### config.mk
export PLATFORM = sky130hd
export DESIGN_NAME = arith_unit_mc
export DESIGN_NICKNAME = d
export VERILOG_FILES = /design/src/rtl/arith_unit_mc.sv
export SDC_FILE = /design/constraint.sdc
export NUM_CORES = 1
export LEC_CHECK = 0
export CAP_MARGIN = 20
export CORE_MARGIN = 3
export CORE_UTILIZATION = 55
export DETAILED_ROUTE_END_ITERATION = 12
export PLACE_DENSITY = 0.88
export SLEW_MARGIN = 15
export SYNTH_ARGS = -nofsm -noshare
export SYNTH_HDL_FRONTEND = slang
export SYNTH_SLANG_ARGS = --single-unit
### constraint.sdc
create_clock -name clk -period 6.3 [get_ports clk]
set_clock_uncertainty 0.2 [all_clocks]
set_input_delay 1.26 -clock clk [delete_from_list [all_inputs] [get_ports clk]]
set_output_delay 1.26 -clock clk [all_outputs]
set_load 0.02 [all_outputs]
### src/rtl/arith_unit_mc.sv
// Handshaked arithmetic unit: single-cycle add/sub/shift/rotate plus an
// iterative shift-add multiplier and restoring divider sharing one datapath.
module arith_unit_mc #(
  parameter int N = 8
) (
  input  logic         clk,
  input  logic         rst_n,
  input  logic         in_valid,
  output logic         in_ready,
  input  logic [N-1:0] a,
  input  logic [N-1:0] b,
  input  logic [2:0]   op,
  output logic         out_valid,
  input  logic         out_ready,
  output logic [N-1:0] result,
  output logic [N-1:0] result_hi,
  output logic         carry,
  output logic         zero,
  output logic         div_zero
);

  // Handshake: a transfer happens on a rising edge where valid && ready;
  // the producer holds its payload stable until that edge.
  localparam int CW = $clog2(N) + 1;

  localparam logic [2:0] OP_ADD  = 3'b000;
  localparam logic [2:0] OP_SUB  = 3'b001;
  localparam logic [2:0] OP_MUL  = 3'b010;
  localparam logic [2:0] OP_DIV  = 3'b011;
  localparam logic [2:0] OP_SHL  = 3'b100;
  localparam logic [2:0] OP_SHR  = 3'b101;
  localparam logic [2:0] OP_ROTL = 3'b110;
  localparam logic [2:0] OP_ROTR = 3'b111;

  typedef enum logic [1:0] {
    IDLE = 2'd0,
    BUSY = 2'd1,
    DONE = 2'd2
  } state_t;

  state_t        state_q, state_d;
  logic [CW-1:0] cnt_q, cnt_d;
  logic [2:0]    op_q, op_d;
  logic [N-1:0]  m_q, m_d;
  logic [N-1:0]  hi_q, hi_d;
  logic [N-1:0]  lo_q, lo_d;
  logic [N-1:0]  result_q, result_d;
  logic [N-1:0]  result_hi_q, result_hi_d;
  logic          carry_q, carry_d;
  logic          zero_q, zero_d;
  logic          div_zero_q, div_zero_d;

  logic [N:0]    add_w, sub_w, mul_sum, div_shift, div_diff;
  logic [N-1:0]  hi_n, lo_n;

  assign add_w     = {1'b0, a} + {1'b0, b};
  assign sub_w     = {1'b0, a} - {1'b0, b};
  assign mul_sum   = {1'b0, hi_q} + (lo_q[0] ? {1'b0, m_q} : '0);
  assign div_shift = {hi_q, lo_q[N-1]};
  assign div_diff  = div_shift - {1'b0, m_q};

  // One iteration: mul shifts {carry,hi,lo} right after a conditional add;
  // div shifts the dividend into the remainder and keeps it if no borrow.
  always_comb begin
    hi_n = hi_q;
    lo_n = lo_q;
    if (op_q == OP_MUL) begin
      hi_n = mul_sum[N:1];
      lo_n = {mul_sum[0], lo_q[N-1:1]};
    end else if (!div_diff[N]) begin
      hi_n = div_diff[N-1:0];
      lo_n = {lo_q[N-2:0], 1'b1};
    end else begin
      hi_n = div_shift[N-1:0];
      lo_n = {lo_q[N-2:0], 1'b0};
    end
  end

  always_comb begin
    state_d     = state_q;
    cnt_d       = cnt_q;
    op_d        = op_q;
    m_d         = m_q;
    hi_d        = hi_q;
    lo_d        = lo_q;
    result_d    = result_q;
    result_hi_d = result_hi_q;
    carry_d     = carry_q;
    zero_d      = zero_q;
    div_zero_d  = div_zero_q;
    case (state_q)
      IDLE: begin
        if (in_valid) begin
          op_d        = op;
          cnt_d       = '0;
          state_d     = DONE;
          result_hi_d = '0;
          carry_d     = 1'b0;
          div_zero_d  = 1'b0;
          case (op)
            OP_ADD: begin
              result_d = add_w[N-1:0];
              carry_d  = add_w[N];
            end
            OP_SUB: begin
              result_d = sub_w[N-1:0];
              carry_d  = sub_w[N];
            end
            OP_MUL: begin
              state_d = BUSY;
              m_d     = a;
              hi_d    = '0;
              lo_d    = b;
            end
            OP_DIV: begin
              if (b == '0) begin
                result_d    = '1;
                result_hi_d = a;
                div_zero_d  = 1'b1;
              end else begin
                state_d = BUSY;
                m_d     = b;
                hi_d    = '0;
                lo_d    = a;
              end
            end
            OP_SHL: begin
              result_d = {a[N-2:0], 1'b0};
              carry_d  = a[N-1];
            end
            OP_SHR: begin
              result_d = {1'b0, a[N-1:1]};
              carry_d  = a[0];
            end
            OP_ROTL: result_d = {a[N-2:0], a[N-1]};
            OP_ROTR: result_d = {a[0], a[N-1:1]};
            default: result_d = '0;
          endcase
          if (state_d == DONE) zero_d = (result_d == '0);
        end
      end
      BUSY: begin
        hi_d  = hi_n;
        lo_d  = lo_n;
        cnt_d = cnt_q + CW'(1);
        if (cnt_q == CW'(N - 1)) begin
          state_d     = DONE;
          result_d    = lo_n;
          result_hi_d = hi_n;
          div_zero_d  = 1'b0;
          if (op_q == OP_MUL) begin
            carry_d = |hi_n;
            zero_d  = (lo_n == '0) && (hi_n == '0);
          end else begin
            carry_d = 1'b0;
            zero_d  = (lo_n == '0);
          end
        end
      end
      DONE: begin
        if (out_ready) state_d = IDLE;
      end
      default: state_d = IDLE;
    endcase
  end

  always_ff @(posedge clk or negedge rst_n) begin
    if (!rst_n) begin
      state_q     <= IDLE;
      cnt_q       <= '0;
      op_q        <= '0;
      m_q         <= '0;
      hi_q        <= '0;
      lo_q        <= '0;
      result_q    <= '0;
      result_hi_q <= '0;
      carry_q     <= 1'b0;
      zero_q      <= 1'b0;
      div_zero_q  <= 1'b0;
    end else begin
      state_q     <= state_d;
      cnt_q       <= cnt_d;
      op_q        <= op_d;
      m_q         <= m_d;
      hi_q        <= hi_d;
      lo_q        <= lo_d;
      result_q    <= result_d;
      result_hi_q <= result_hi_d;
      carry_q     <= carry_d;
      zero_q      <= zero_d;
      div_zero_q  <= div_zero_d;
    end
  end

  assign in_ready  = (state_q == IDLE);
  assign out_valid = (state_q == DONE);
  assign result    = result_q;
  assign result_hi = result_hi_q;
  assign carry     = carry_q;
  assign zero      = zero_q;
  assign div_zero  = div_zero_q;

endmodule

==> out/results.tsv, run 1 <==
metric	value	unit
syn_to_final_growth	13.1	%
yosys_warnings	0	
gp_congestion	0.952	
fin_crit_sh	0.751	
nets	628	
synth_area_per_cell	8.15	µm²
grt_pass1_vias	4044	
fp.dieArea	9090	µm²
insertion_delay	310	ps
hold_path_class	flop to flop	
fp-row-count	31	
synth_most_common_cell	nand2_1	
cts_setup_buffers	0	
setup_viol	0	
rsz0062_at_grt	no	
yosysUniqueCellTypes	60	
fp.dieH	95.3	µm
status	finished clean	
fin_cells	667	
n_antenna_cell	0	
period_minus_slack	4730	ps
slew_headroom	0.338	
gr-usage-all-layers	0.284	
dr.pass1.iters	8	
wl	12.2	mm
core	7490	µm²
p_leak	2.33	nW
portBuffers	43	
dp_hpwl	9.34	mm
dieWidth	95.3	µm
wl_per_cell	18.4	µm
cp_slowest_cell	a2111oi_0	
cts_buffers	5	
yosysTopAreaCell	dfrtp_1	
cts_tree	built	
synth_edf_count	0	
setup_tns	0	ps
synthTopCellsByArea	dfrtp_1 30%, ha_1 9.7%, nand2_1 5.9%	
worstMarginPinSlew	994	ps
cts_root_buffer	clkbuf_8	
io_pins	44	
htree_levels	2	
grt_first_pass_wirelength	20.0	mm
path_cells	clkdlybuf4s50_1 -> inv_1 -> ha_1 -> inv_1 -> fa_1 -> a211oi_1 -> o31ai_1 -> a21o_1 -> a21oi_1 -> mux2i_1 -> a221oi_1 -> nor2_1 -> a2111oi_0 -> a211o_1	
drt_iter0_drc	419	
hold_viol	0	
critPathArrivalTime	4790	ps
viasPerCell	6.32	
dpl.cell_count	659	
postSynthCellCount	539	
crit_required	6360	ps
start_util	0.586	
clk_pin_slew_worst_paths	100	ps
antenna_found_initial	0	
drc_errors	0	
ys.flop_type	dfrtp_1	
cap_violations	0	
crit_top_cell	inv_1	
cts_sinks	52	
vdd_drop_max	318	µV
vias	4216	
synth_top_area_share	0.296	
ys_seq_elements	52	
drv_slew	0	
powerDensity	445	nW/µm²
ant_nets	0	
max_stage_delay	630	ps
ctsResizeCount	0	
synth_fp_nets	600	
ys_seq_area_frac	0.296	
path_class	primary input to flop	
cts_max_path_buffers	2	
netlist_area	4390	µm²
cp-start-kind	primary input	
cts_hold_buf	0	
grt_max_degree	53	
grt.overflow.total	0	
cp-end-kind	flop	
layout-drive-gt1-share	0.0563	
async_flop_share	1.00	
critPathMaxFanout	7	
ys_top_cells_by_count	69 x nand2_1, 52 x dfrtp_1, 45 x o21ai_0	
max_freq	0.211	GHz
-- cell usage in the layout (no fill, tap or decap), drive strengths merged, types with 3 or more instances in the layout --
| cell | synthesis | routed |
|---|---|---|
| a2111oi | 3 | 3 |
| a211oi | 4 | 4 |
| a21o | 8 | 8 |
| a21oi | 37 | 37 |
| a221o | 3 | 3 |
| a221oi | 3 | 3 |
| a22o | 4 | 4 |
| a22oi | 6 | 6 |
| a31oi | 4 | 4 |
| and2 | 9 | 9 |
| and3 | 4 | 4 |
| buf | 5 | 5 |
| clkbuf | 21 | 5 |
| clkdlybuf4s50 | 0 | 42 |
| dfrtp | 52 | 52 |
| fa | 4 | 4 |
| ha | 34 | 34 |
| inv | 34 | 35 |
| mux2 | 7 | 7 |
| mux2i | 24 | 24 |
| nand2 | 69 | 69 |
| nand2b | 4 | 4 |
| nand3 | 22 | 22 |
| nor2 | 34 | 34 |
| nor2b | 8 | 8 |
| nor3 | 19 | 19 |
| nor3b | 3 | 3 |
| nor4 | 3 | 3 |
| nor4b | 3 | 3 |
| o211ai | 7 | 7 |
| o21a | 5 | 5 |
| o21ai | 46 | 46 |
| o21bai | 3 | 3 |
| or2 | 4 | 4 |
| xnor2 | 6 | 6 |
| xor2 | 9 | 9 |
-- registers in the layout, indices dropped and copies added (netlist names) --
name	cells
carry	1
cnt_q	4
div_zero	1
hi_q	8
lo_q	8
m_q	8
op_q	3
result	8
result_hi	8
state_q	2
zero	1
-- per-layer routing --
layer | track usage | up-vias | routed length (µm)
met3 | 0.0379 | 39 | 981
met1 | 0.386 | 1972 | 5200
met4 | 0.120 | 0 | 458
met2 | 0.456 | 215 | 5610
met5 | 0 | - | 0
li1 | - | 1990 | -
-- critical path: cells and delay by family --
kind / cells / cell delay [ps]
AOI/OAI and AO/OA: 7 / 1980
buffers and inverters: 3 / 830
adders and majority gates: 2 / 540
muxes: 1 / 80
and+or+nand+nor: 1 / 70
-- per-stage QoR --
| step | hold slack (ps) | setup WS [ps] | cell area (µm²) | utilization | power (mW) |
|---|---|---|---|---|---|
| 2_1_floorplan | 247 | 2620 | 4390 | - | 1.56 |
| 3_5_place_dp | 265 | 1310 | 4870 | 0.650 | 1.99 |
| 5_1_grt | 316 | 1250 | 4970 | 0.663 | 2.39 |
| 4_1_cts | 291 | 1630 | 4960 | 0.663 | 2.20 |
| 6_report | 286 | 1570 | 4970 | 0.663 | 2.21 |
| 3_3_place_gp | 262 | 1340 | 4870 | 0.650 | 1.93 |
-- report_power, final --
group          internal [mW]  switching [mW]  leakage, nW
registers              0.477           0.148        0.656
logic                  0.576           0.808         1.62
clock network         0.0817           0.119       0.0463
-- kinds of logic after synthesis --
group | Yosys count | synth area share
xor gates and xnor gates | 15 | 0.0299
muxes | 31 | 0.0727
adders and majority gates | 38 | 0.115
and+or+nand+nor | 192 | 0.208
AOI/OAI and AO/OA | 151 | 0.224
DFF | 52 | 0.296
buffers and inverters | 60 | 0.0536
-- cell type report --
class | count | area, µm²
clock inverters | 3 | 27.5
flip-flops and latches | 52 | 1300
multi-input cells | 427 | 2860
clock buffers | 5 | 68.8
fillers | 606 | 2520
well taps | 99 | 124
repair buffers | 47 | 458
inverters | 34 | 128
-- path summary, 6_finish.rpt --
kind	cells after the start	slack, ps	to	from
max in group asynchronous	1	4700	lo_q[1]	rst_n
min in group asynchronous	1	760	cnt_q[1]	rst_n
min reg2reg	2	290	op_q[2]	op_q[2]
max	14	1570	carry	a[0]
max reg2reg	13	2500	carry	lo_q[7]
min	2	290	op_q[2]	op_q[2]
(Power assumes the default switching activity.)
==> run 2, diff against run 1 <==
--- a/config.mk
+++ b/config.mk
@@ -7,9 +7,9 @@
 export LEC_CHECK = 0
 export CAP_MARGIN = 20
 export CORE_MARGIN = 3
-export CORE_UTILIZATION = 55
+export CORE_UTILIZATION = 53
 export DETAILED_ROUTE_END_ITERATION = 12
-export PLACE_DENSITY = 0.88
+export PLACE_DENSITY = 0.89
 export SLEW_MARGIN = 15
 export SYNTH_ARGS = -nofsm -noshare
 export SYNTH_HDL_FRONTEND = slang
==> constraint.sdc (replaced) <==
create_clock -name clk -period 4.32 [get_ports clk]
set_clock_uncertainty 0.2 [all_clocks]
set_input_delay 0.864 -clock clk [delete_from_list [all_inputs] [get_ports clk]]
set_output_delay 0.864 -clock clk [all_outputs]
set_load 0.02 [all_outputs]
==> run 2 against run 1 <==
- wire length increased by 2.5%
- global-route usage decreased by 2.0 points
- total power increased by 46%
- critical path type unchanged
- largest power group unchanged
- highest routed layer unchanged
==> out/results.tsv, run 2 (synthesis results as in run 1) <==
metric	value	unit	change
start_util	0.557		-0.0299
slew_headroom	0.324		-0.0141
wl_per_cell	18.4	µm	+0.41%
max_stage_delay	530	ps	-100 ps
drv_slew	0		unchanged
cp-start-kind	primary input		
dieWidth	97.0	µm	+1.8%
io_pins	44		unchanged
grt_max_degree	53		unchanged
grt_first_pass_wirelength	20.4	mm	+1.8%
ant_nets	0		unchanged
drc_errors	0		unchanged
power	3.22	mW	+46%
cap_violations	0		unchanged
crit_top_cell	inv_1		
htree_levels	2		unchanged
viasPerCell	6.32		about the same
grt.overflow.total	0		unchanged
fp.dieArea	9410	µm²	+3.5%
cts_root_buffer	clkbuf_8		
hold_path_class	flop to flop		
hold_viol	0		unchanged
gr-usage-all-layers	0.264		-0.0203
fin_crit_sh	0.929		
worst-path-buf-inv	3		unchanged
drt_iter0_drc	454		+8.4%
max_freq	0.249	GHz	
nets	640		+1.9%
layout-drive-gt1-share	0.0743		+0.0179
layout_commonest_cell	nand2_1		
vias	4303		+2.1%
cp_slowest_cell	clkdlybuf4s50_1		
ctsResizeCount	0		unchanged
vdd_drop_max	525	µV	+65%
dr.pass1.iters	6		-2
worst_slack	305	ps	-1270 ps
fp.dieH	97.0	µm	+1.8%
rsz0062_at_grt	no		
status	finished clean		
fp-row-count	32		+3.2%
syn_to_final_growth	15.1	%	
n_antenna_cell	0		unchanged
path_class	primary input to flop		
grt_pass1_vias	4087		+1.1%
cts_max_path_buffers	2		unchanged
insertion_delay	310	ps	about the same
period_minus_slack	4010	ps	
wl	12.6	mm	+2.5%
critPathMaxFanout	4		-3
clk_pin_slew_worst_paths	100	ps	about the same
cp-end-kind	flop		
path_cells	clkdlybuf4s50_1 -> inv_1 -> ha_1 -> inv_1 -> fa_1 -> a211oi_1 -> o31ai_1 -> a21o_1 -> a21oi_1 -> mux2i_1 -> a221oi_1 -> nor2_1 -> a2111oi_0 -> a211o_1		
dp_hpwl	9.56	mm	+2.4%
antenna_found_initial	0		unchanged
core	7890	µm²	+5.4%
p_leak	2.38	nW	+2.5%
cts_buffers	5		unchanged
critPathArrivalTime	4070	ps	-720 ps
final.fill_count	648		+6.9%
gp_congestion	1.02		+7.5%
cts_setup_buffers	0		unchanged
final_cell_mix	69 x nand2_1, 52 x dfrtp_1, 45 x o21ai_0		
cpLargestDelayFamily	compound AO/OA/AOI/OAI gates		
portBuffers	43		unchanged
cts_hold_buf	0		unchanged
cts_tree	built		
powerDensity	637	nW/µm²	+43%
pre_cts_ws	67.6	ps	-1240 ps
setup_tns	0	ps	unchanged
worstMarginPinSlew	1010	ps	+21.1 ps
cts_sinks	52		unchanged
crit_required	4380	ps	-1980 ps
setup_viol	0		unchanged
-- run 2: per-stage QoR --
stage | cells | cell area, µm² | hold WS [ps] | util
finish | 681 | 5050 | 294 | 0.641
global route | 681 | 5050 | 320 | 0.641
CTS | 681 | 5050 | 295 | 0.641
detailed placement | 674 | 4960 | 272 | 0.629
global placement | 674 | 4960 | 262 | 0.629
floorplan | 539 | 4390 | 247 | -
-- run 2: area by class of cell --
| type | count | area (µm²) | area share |
|---|---|---|---|
| inverter | 34 | 128 | 0.0253 |
| clock inverter | 1 | 8.76 | 0.00173 |
| multi-input combinational | 427 | 2860 | 0.566 |
| clock buffer | 6 | 82.6 | 0.0163 |
| timing repair buffer | 59 | 546 | 0.108 |
| tap | 102 | 128 | 0.0253 |
| sequential | 52 | 1300 | 0.258 |
-- run 2: metal layers --
layer,routed length [µm],up-vias,GRT usage
met4,427,0,0.0994
met5,0,-,0
met3,961,41,0.0389
met2,6110,230,0.446
li1,-,2009,-
met1,5060,2023,0.342
-- run 2: final timing paths --
kind                               from            to  slack (ps)  depth (start not counted)
setup / recovery                   a[0]         carry         310                         14
hold / removal             result_hi[7]  result_hi[7]         290                          1
setup reg to reg                lo_q[7]         carry         570                         13
hold reg to reg            result_hi[7]  result_hi[7]         290                          1
max in group asynchronous         rst_n        m_q[6]        3030                          2
min in group asynchronous         rst_n      cnt_q[2]         460                          2
-- run 2: where the power goes --
group / internal, mW / total (mW) / switching, mW
sequential: 0.696 / 0.907 / 0.210
combinational: 0.850 / 2.02 / 1.17
clock: 0.128 / 0.294 / 0.166
total: 1.67 / 3.22 / 1.54
